==> config.mk <==
export PLATFORM = sky130hd
export DESIGN_NAME = smc_sort_sum
export DESIGN_NICKNAME = d
export VERILOG_FILES = /design/src/rtl/smc_sort_sum.sv
export SDC_FILE = /design/constraint.sdc
export NUM_CORES = 1
export LEC_CHECK = 0
export CORE_UTILIZATION = 45
export DETAILED_ROUTE_END_ITERATION = 16
export GPL_ROUTABILITY_DRIVEN = 0
export PLACE_DENSITY_LB_ADDON = 0.08
export SLEW_MARGIN = 20
export SYNTH_ARGS = -nofsm -noshare
export SYNTH_HDL_FRONTEND = slang
export SYNTH_SLANG_ARGS = --single-unit
==> constraint.sdc <==
create_clock -name clk -period 4.9 [get_ports clk]
set_input_delay 1.225 -clock clk [delete_from_list [all_inputs] [get_ports clk]]
set_output_delay 1.225 -clock clk [all_outputs]
set_load 0.005 [all_outputs]
==> src/rtl/smc_sort_sum.sv <==
// -----------------------------------------------------------------------------
// smc_sort_sum
//
// Downstream consumer of the six-transistor Id/gm calculator stage. Captures one
// bank of six values (Id or gm, chosen by mode[0]), sorts them in descending
// order with an odd-even transposition network (one pass per cycle), then
// forms a weighted sum of the three largest or three smallest values
// (chosen by mode[1]).
//
// Ports:
//   clk        - single clock, rising edge
//   rst_n      - asynchronous active-low reset
//   in_valid   - upstream offers a set of six Id, six gm values and mode
//   in_ready   - high only in IDLE; a set is taken on in_valid && in_ready
//   mode[0]    - 1: Id bank, weights 3/4/5; 0: gm bank, weights 1/1/1
//   mode[1]    - 1: three largest values; 0: three smallest values
//   id0..id5   - Id values (DATA_W each)
//   gm0..gm5   - gm values (DATA_W each)
//   out_valid  - out_n holds a result, held until out_ready
//   out_ready  - downstream takes the result
//   out_n      - weighted sum (OUT_W, must be >= DATA_W+4)
// -----------------------------------------------------------------------------
module smc_sort_sum #(
  parameter int DATA_W = 10,
  parameter int OUT_W  = 14
) (
  input  logic              clk,
  input  logic              rst_n,
  input  logic              in_valid,
  output logic              in_ready,
  input  logic [1:0]        mode,
  input  logic [DATA_W-1:0] id0,
  input  logic [DATA_W-1:0] id1,
  input  logic [DATA_W-1:0] id2,
  input  logic [DATA_W-1:0] id3,
  input  logic [DATA_W-1:0] id4,
  input  logic [DATA_W-1:0] id5,
  input  logic [DATA_W-1:0] gm0,
  input  logic [DATA_W-1:0] gm1,
  input  logic [DATA_W-1:0] gm2,
  input  logic [DATA_W-1:0] gm3,
  input  logic [DATA_W-1:0] gm4,
  input  logic [DATA_W-1:0] gm5,
  output logic              out_valid,
  input  logic              out_ready,
  output logic [OUT_W-1:0]  out_n
);

  typedef enum logic [1:0] {
    IDLE = 2'd0,
    SORT = 2'd1,
    SUM  = 2'd2,
    DONE = 2'd3
  } state_e;

  localparam logic [2:0] LAST_PASS = 3'd5;

  state_e             state_q, state_d;
  logic [DATA_W-1:0]  sort_q [6];
  logic [DATA_W-1:0]  sort_d [6];
  logic [2:0]         cnt_q, cnt_d;
  logic [1:0]         mode_q, mode_d;
  logic [OUT_W-1:0]   out_n_q, out_n_d;
  logic               out_valid_q, out_valid_d;

  logic [DATA_W-1:0]  in_id [6];
  logic [DATA_W-1:0]  in_gm [6];
  logic [OUT_W-1:0]   s0, s1, s2;
  logic [OUT_W-1:0]   sum_val;

  assign in_id = '{id0, id1, id2, id3, id4, id5};
  assign in_gm = '{gm0, gm1, gm2, gm3, gm4, gm5};

  // After six passes the registers are descending, so r[0..2] are the three
  // largest and r[3..5] the three smallest; s0 is always the largest of the
  // selected triple.
  always_comb begin
    s0 = OUT_W'(mode_q[1] ? sort_q[0] : sort_q[3]);
    s1 = OUT_W'(mode_q[1] ? sort_q[1] : sort_q[4]);
    s2 = OUT_W'(mode_q[1] ? sort_q[2] : sort_q[5]);
    if (mode_q[0]) begin
      sum_val = OUT_W'(3) * s0 + OUT_W'(4) * s1 + OUT_W'(5) * s2;
    end else begin
      sum_val = s0 + s1 + s2;
    end
  end

  always_comb begin
    // NOTE: every signal gets its hold value first so no path leaves one
    // unassigned, which would otherwise infer a latch.
    state_d     = state_q;
    sort_d      = sort_q;
    cnt_d       = cnt_q;
    mode_d      = mode_q;
    out_n_d     = out_n_q;
    out_valid_d = out_valid_q;

    unique case (state_q)
      IDLE: begin
        if (in_valid) begin
          sort_d  = mode[0] ? in_id : in_gm;
          mode_d  = mode;
          cnt_d   = '0;
          state_d = SORT;
        end
      end

      SORT: begin
        // Descending order: swap only on strict left < right so ties stay put.
        if (!cnt_q[0]) begin
          for (int i = 0; i < 6; i += 2) begin
            if (sort_q[i] < sort_q[i+1]) begin
              sort_d[i]   = sort_q[i+1];
              sort_d[i+1] = sort_q[i];
            end
          end
        end else begin
          for (int i = 1; i < 5; i += 2) begin
            if (sort_q[i] < sort_q[i+1]) begin
              sort_d[i]   = sort_q[i+1];
              sort_d[i+1] = sort_q[i];
            end
          end
        end
        cnt_d = cnt_q + 3'd1;
        if (cnt_q == LAST_PASS) begin
          state_d = SUM;
        end
      end

      SUM: begin
        out_n_d     = sum_val;
        out_valid_d = 1'b1;
        state_d     = DONE;
      end

      DONE: begin
        // out_n is left untouched on handoff; only out_valid drops.
        if (out_ready) begin
          out_valid_d = 1'b0;
          state_d     = IDLE;
        end
      end

      default: state_d = IDLE;
    endcase
  end

  // NOTE: sequential state uses non-blocking assignments so every flop samples
  // the pre-edge value of its neighbours.
  always_ff @(posedge clk or negedge rst_n) begin
    if (!rst_n) begin
      state_q     <= IDLE;
      cnt_q       <= '0;
      mode_q      <= '0;
      out_n_q     <= '0;
      out_valid_q <= 1'b0;
      // NOTE: the six sort registers are plain flops, not a RAM, so clearing
      // them on reset is cheap and keeps post-reset state fully defined.
      for (int i = 0; i < 6; i++) begin
        sort_q[i] <= '0;
      end
    end else begin
      state_q     <= state_d;
      sort_q      <= sort_d;
      cnt_q       <= cnt_d;
      mode_q      <= mode_d;
      out_n_q     <= out_n_d;
      out_valid_q <= out_valid_d;
    end
  end

  assign in_ready  = (state_q == IDLE);
  assign out_valid = out_valid_q;
  assign out_n     = out_n_q;

endmodule

Word-level counts from Yosys, hierarchy flattened
Cells that the tools add are included.
Widths: inputs -> output; s select.
Cells by class
  $add $sub $neg: 5
  multiply operators: 2
  magnitude comparators: 5
  equal/unequal tests: 15
  mux-type cells: 23
  reduce and logical (&&, ||, !) cells: 13
Operator list (number)
  $mux 60: 2
  $pmux 60 s2: 1
  $mux 20: 5
  $lt 10x10->1: 5
  $mux 10: 5
  $mux 40: 1
  $reduce_and 4->1: 6
  $ne 3x3->1 const B: 5
  $add 13x13->14: 1
  $mux 14: 1
  $add 12x12->13: 1
  $mul 3x10->13 const A: 1
  $add 11x10->12: 1
  $mul 2x10->12 const A: 1
  $ne 2x2->1 const B: 6
  $add 10x10->11: 1
  $pmux 2 s4: 1
  $mux 2: 3
  $pmux 3 s2: 1
  $reduce_and 2->1: 3
  $eq 2x2->1 const B: 2
  $reduce_bool 2->1: 2
  $add 3x1->3 const B: 1
  $eq 3x3->1 const B: 1
  other kinds (6): 6
Storage, ports and cells
  register bits after elaboration: 82
  input bits: 126
  logic and storage cells: 74

Depth between registers and ports, before layout
  depth in word-level cells: 5
  gate-level depth with buffers: 17
  mapped depth without buffers: 15

Worst setup path before layout
Ideal clock, no wire load.
  path kind: flip-flop to flip-flop
  from: register mode_q[1]
  to: register out_n_q[11] (netlist: out_n[11])
  library setup time: 126 ps
  arrival: 4589 ps
  required time: 4774 ps
  path slack: 184 ps
  stages on the path, launching flop included: 17
  path buffers: 2
  path through: dfrtp_1 > clkbuf_1 > clkbuf_1 > nand2_1 > o21ai_0 > fa_1 > inv_1 > fa_1 > fa_1 > inv_1 > ha_1 > a211oi_2 > o21bai_1 > a2111o_1 > a221o_1 > xor2_1 > a311o_1
On the way
  word-level cells in the longest chain between the ends: 5
  elaborated cells on any way between the ends: 10
  those cells by class: 4 x add/sub; 2 x mul; 4 x mux
Ends and longest elaborated chain
  from (decl): RTL line 62  | logic [1:0] mode_q, mode_d;
  from (signal assigned): RTL line 167  | mode_q <= mode_d;
  $mux 10: RTL line 78  | s0 = OUT_W'(mode_q[1] ? sort_q[0] : sort_q[3]);
  $mul 2x10->12: RTL line 82  | sum_val = OUT_W'(3) * s0 + OUT_W'(4) * s1 + OUT_W'(5) * s2;
  $add 12x12->13: RTL line 82
  $add 13x13->14: RTL line 82
  $mux 14 (*): RTL line 81  | if (mode_q[0]) begin
  to (signal assigned): RTL line 168  | out_n_q <= out_n_d;
  to (decl): RTL line 63  | logic [OUT_W-1:0] out_n_q, out_n_d;
Every way passes the cells marked *; elsewhere a longest branch is shown, timed or not.
A chain may end at the register's enable or synchronous reset.

Final worst setup path
Same ends and word-level chain as after synthesis.

==> results.sh <==
export IMPL_fp_dieW_um=137.9
export IMPL_dp_cells=1274
export IMPL_clk_latency_ps=350
export IMPL_grt_first_pass_wirelength_um=34330
export IMPL_cts_sinks=82
export IMPL_synth_fp_nets=1182
export IMPL_synthDistinctLibCells=57
export IMPL_crit_buf_inv=3
export IMPL_synth_simple_area_share_pct=9.005
export IMPL_grt_start_max_net_pins=85
export IMPL_min_from="out_n[13]$_DFFE_PN0P_"
export IMPL_synth_edf_count=0
export IMPL_synth_compound_area_share_pct=18.02
export IMPL_core_region_area_sq_um=18020
export IMPL_antenna_left=0
export IMPL_syn2layout_area_growth_pct=23.78
export IMPL_crit_chain="buf_4 -> nand2_1 -> o21ai_0 -> fa_1 -> inv_1 -> fa_1 -> fa_1 -> inv_1 -> ha_1 -> a211oi_2 -> o21bai_1 -> a2111o_1 -> a221o_1 -> xor2_1 -> a311o_1"
export IMPL_crit_required_ps=5130
export IMPL_worstHoldPathType="flip-flop to flip-flop"
export IMPL_rsz0062_at_grt="no"
export IMPL_syn_area_sq_um=8309
export IMPL_dr_total_vias=6929
export IMPL_skew_ps=5.317
export IMPL_worst_path_largest_cell_delay_ps=590
export IMPL_die_area_sq_um=19010
export IMPL_initial_utilization_pct=46.10
export IMPL_hold_buffers=0
export IMPL_holdPathEnd="out_n[13]$_DFFE_PN0P_"
export IMPL_ys_warn_count=0
export IMPL_cp_max_fo=13
export IMPL_clock_root_buffer="clkbuf_16"
export IMPL_hold_violations=0
export IMPL_routed_via_density=5.367
export IMPL_avgSynthCellArea_sq_um=8.915
export IMPL_setup_viol=0
export IMPL_rr_worst_depth=15
export IMPL_synth_ff_type="dfrtp_1"
export IMPL_cp_start_kind="flip-flop"
export IMPL_muxShareOfSynthArea_pct=17.42
export IMPL_drv_slew=0
export IMPL_num_io_pins=142
export IMPL_die_y_um=137.9
export IMPL_status="completed"
export IMPL_min_period_ps=4686
export IMPL_numCtsBuffers=9
export IMPL_critPathSlowestCell="fa_1"
export IMPL_regToRegStartpoint="mode_q[1]$_DFFE_PN0P_"
export IMPL_gr_total_overflow=0
export IMPL_finalCritPeriodShare_pct=95.64
export IMPL_fmax_mhz=213.4
export IMPL_tightest_slew_ps=866.5
export IMPL_synth_cells=932
export IMPL_drive_gt1_share_pct=9.416
export IMPL_fillers=1702
export IMPL_drt_iter0_drc=362
export IMPL_cp_arrival_ps=4920
export IMPL_wirelength_um=21060
export IMPL_yosysSeqAreaShare_pct=24.70
export IMPL_crit_type="flip-flop to flip-flop"
export IMPL_clock_path_buffers=2
export IMPL_diodes=0
export IMPL_cts_tree="built"
export IMPL_rows=49
export IMPL_antenna_found_initial=0
export IMPL_dp_hpwl_um=16520
export IMPL_dr_pass1_iters=4
export IMPL_htreeDepth=3
export IMPL_drc_errors=0
export IMPL_grt_pass1_vias=6694
export IMPL_layout_nets=1307
export IMPL_yosys_register_bits=82
export IMPL_relSlewSlack_pct=42.24
export IMPL_final_cells=1291
export IMPL_r2r_slack_ps=210
export IMPL_r2r_end="out_n[11]$_DFFE_PN0P_"
export IMPL_synth_xor_area_share_pct=1.159
export IMPL_critical_path_top_delay_family="adder cells"
export IMPL_endpoint_kind="flip-flop"
export IMPL_synth_top_family_by_area="adder cells"
export IMPL_post_drt_wl_per_cell_um=16.32
export IMPL_crit_top_cell="fa_1"
export IMPL_synthArstFlopShare_pct=100.0
export IMPL_hold_depth=2
export IMPL_portBuffers=141
export IMPL_synthAdderAreaFrac_pct=22.11
export IMPL_clk_pin_slew_ps=60
export IMPL_grt_total_usage_pct=23.49
export IMPL_maxCapViolations=0
## timing repair
action                     CTS  global route
buffers inserted             0             1
gates resized for setup      1             2
setup endpoints to repair    1             1
## state kept, by name, summed over array words and instances, names as in the netlist
name	count
out_n	14
out_valid	1
cnt_q	3
mode_q	2
state_q	2
sort_q	60
## layout by cell type (no fill, tap or decap), types with 33 or more instances in the layout
cell type          n
o21ai_0           88
clkdlybuf4s50_1  139
fa_1              38
nand2_1           92
a21oi_1           43
dfrtp_1           80
ha_1              85
nor2_1            40
mux2_2            53
inv_1            121
o211ai_1          33
mux2i_1           85
## worst max path at each step
stage	from	depth (start not counted)	endpoint
after global placement	mode_q[1]$_DFFE_PN0P_	15	out_n[11]$_DFFE_PN0P_
after floorplan	mode_q[1]$_DFFE_PN0P_	16	out_n[11]$_DFFE_PN0P_
after detailed placement	mode_q[1]$_DFFE_PN0P_	15	out_n[11]$_DFFE_PN0P_
after global routing	mode_q[1]$_DFFE_PN0P_	15	out_n[11]$_DFFE_PN0P_
after CTS	mode_q[1]$_DFFE_PN0P_	13	out_n[11]$_DFFE_PN0P_
final	mode_q[1]$_DFFE_PN0P_	15	out_n[11]$_DFFE_PN0P_
## worst min-delay path: stages (launching register included)
cell and delay (ps):
dfrtp_1 350, nand2_1 60, o31ai_1 50
## per-stage QoR
| stage | setup TNS, ps | instance area [sq um] | hold slack, ps | utilization (%) | setup WS [ps] |
|---|---|---|---|---|---|
| after global routing | 0 | 10280 | 516.1 | 57.06 | 1.811 |
| after floorplan | 0 | 8309 | 475.2 | - | 184.2 |
| after CTS | 0 | 10280 | 500.5 | 57.03 | 117.7 |
| final | 0 | 10280 | 491.5 | 57.06 | 213.9 |
| after detailed placement | -21.06 | 9965 | 484.2 | 55.28 | -21.06 |
| after global placement | 0 | 9965 | 477.6 | 55.28 | 77.85 |
## cell families after synthesis
family	after synthesis
adder cells (fa/ha/maj)	124
AO/OA/AOI/OAI	239
flip-flops	82
XOR/XNOR	11
buffers and inverters	166
AND/OR/NAND/NOR	172
multiplexers	138
## synthesized netlist by cell type (2+ instances only)
cell type	n	area [sq um]
inv_1	121	454.2
nand2_1	92	345.3
o21ai_0	91	455.4
ha_1	86	1076
mux2i_1	85	850.8
dfrtp_1	82	2052
mux2_2	53	596.8
a21oi_1	43	215.2
nor2_1	40	150.1
fa_1	38	760.7
o211ai_1	33	247.7
clkbuf_1	29	108.9
a211oi_1	14	105.1
buf_1	10	37.54
nand3_1	10	50.05
nor2b_1	10	62.56
a21o_1	9	67.56
o21a_1	9	67.56
a31oi_1	8	50.05
buf_2	6	30.03
xnor2_1	6	52.55
xor2_1	5	43.79
a211o_1	4	35.03
nand2b_1	4	25.02
nor3_1	4	20.02
nand4_1	3	18.77
o2bb2ai_1	3	26.28
a221o_1	2	20.02
a221oi_1	2	17.52
a22oi_1	2	15.01
o221ai_1	2	17.52
## metal layers
layer	track usage, %	wire length [um]
met1	34.37	10530
met2	35.89	9231
met3	3.253	933
met4	6.703	365
met5	0	0
## final cells by class
class / count / area, sq um / area share (%)
timing repair buffer: 159 / 1536 / 14.94
multi-input combinational: 684 / 5639 / 54.83
clock inverter: 5 / 61.31 / 0.5961
tap: 229 / 286.5 / 2.786
sequential: 82 / 2054 / 19.98
inverter: 121 / 454.2 / 4.416
clock buffer: 11 / 252.7 / 2.457
Power is not shown: default switching activity piles up to over one toggle a cycle in this logic, so the estimate is an artifact.
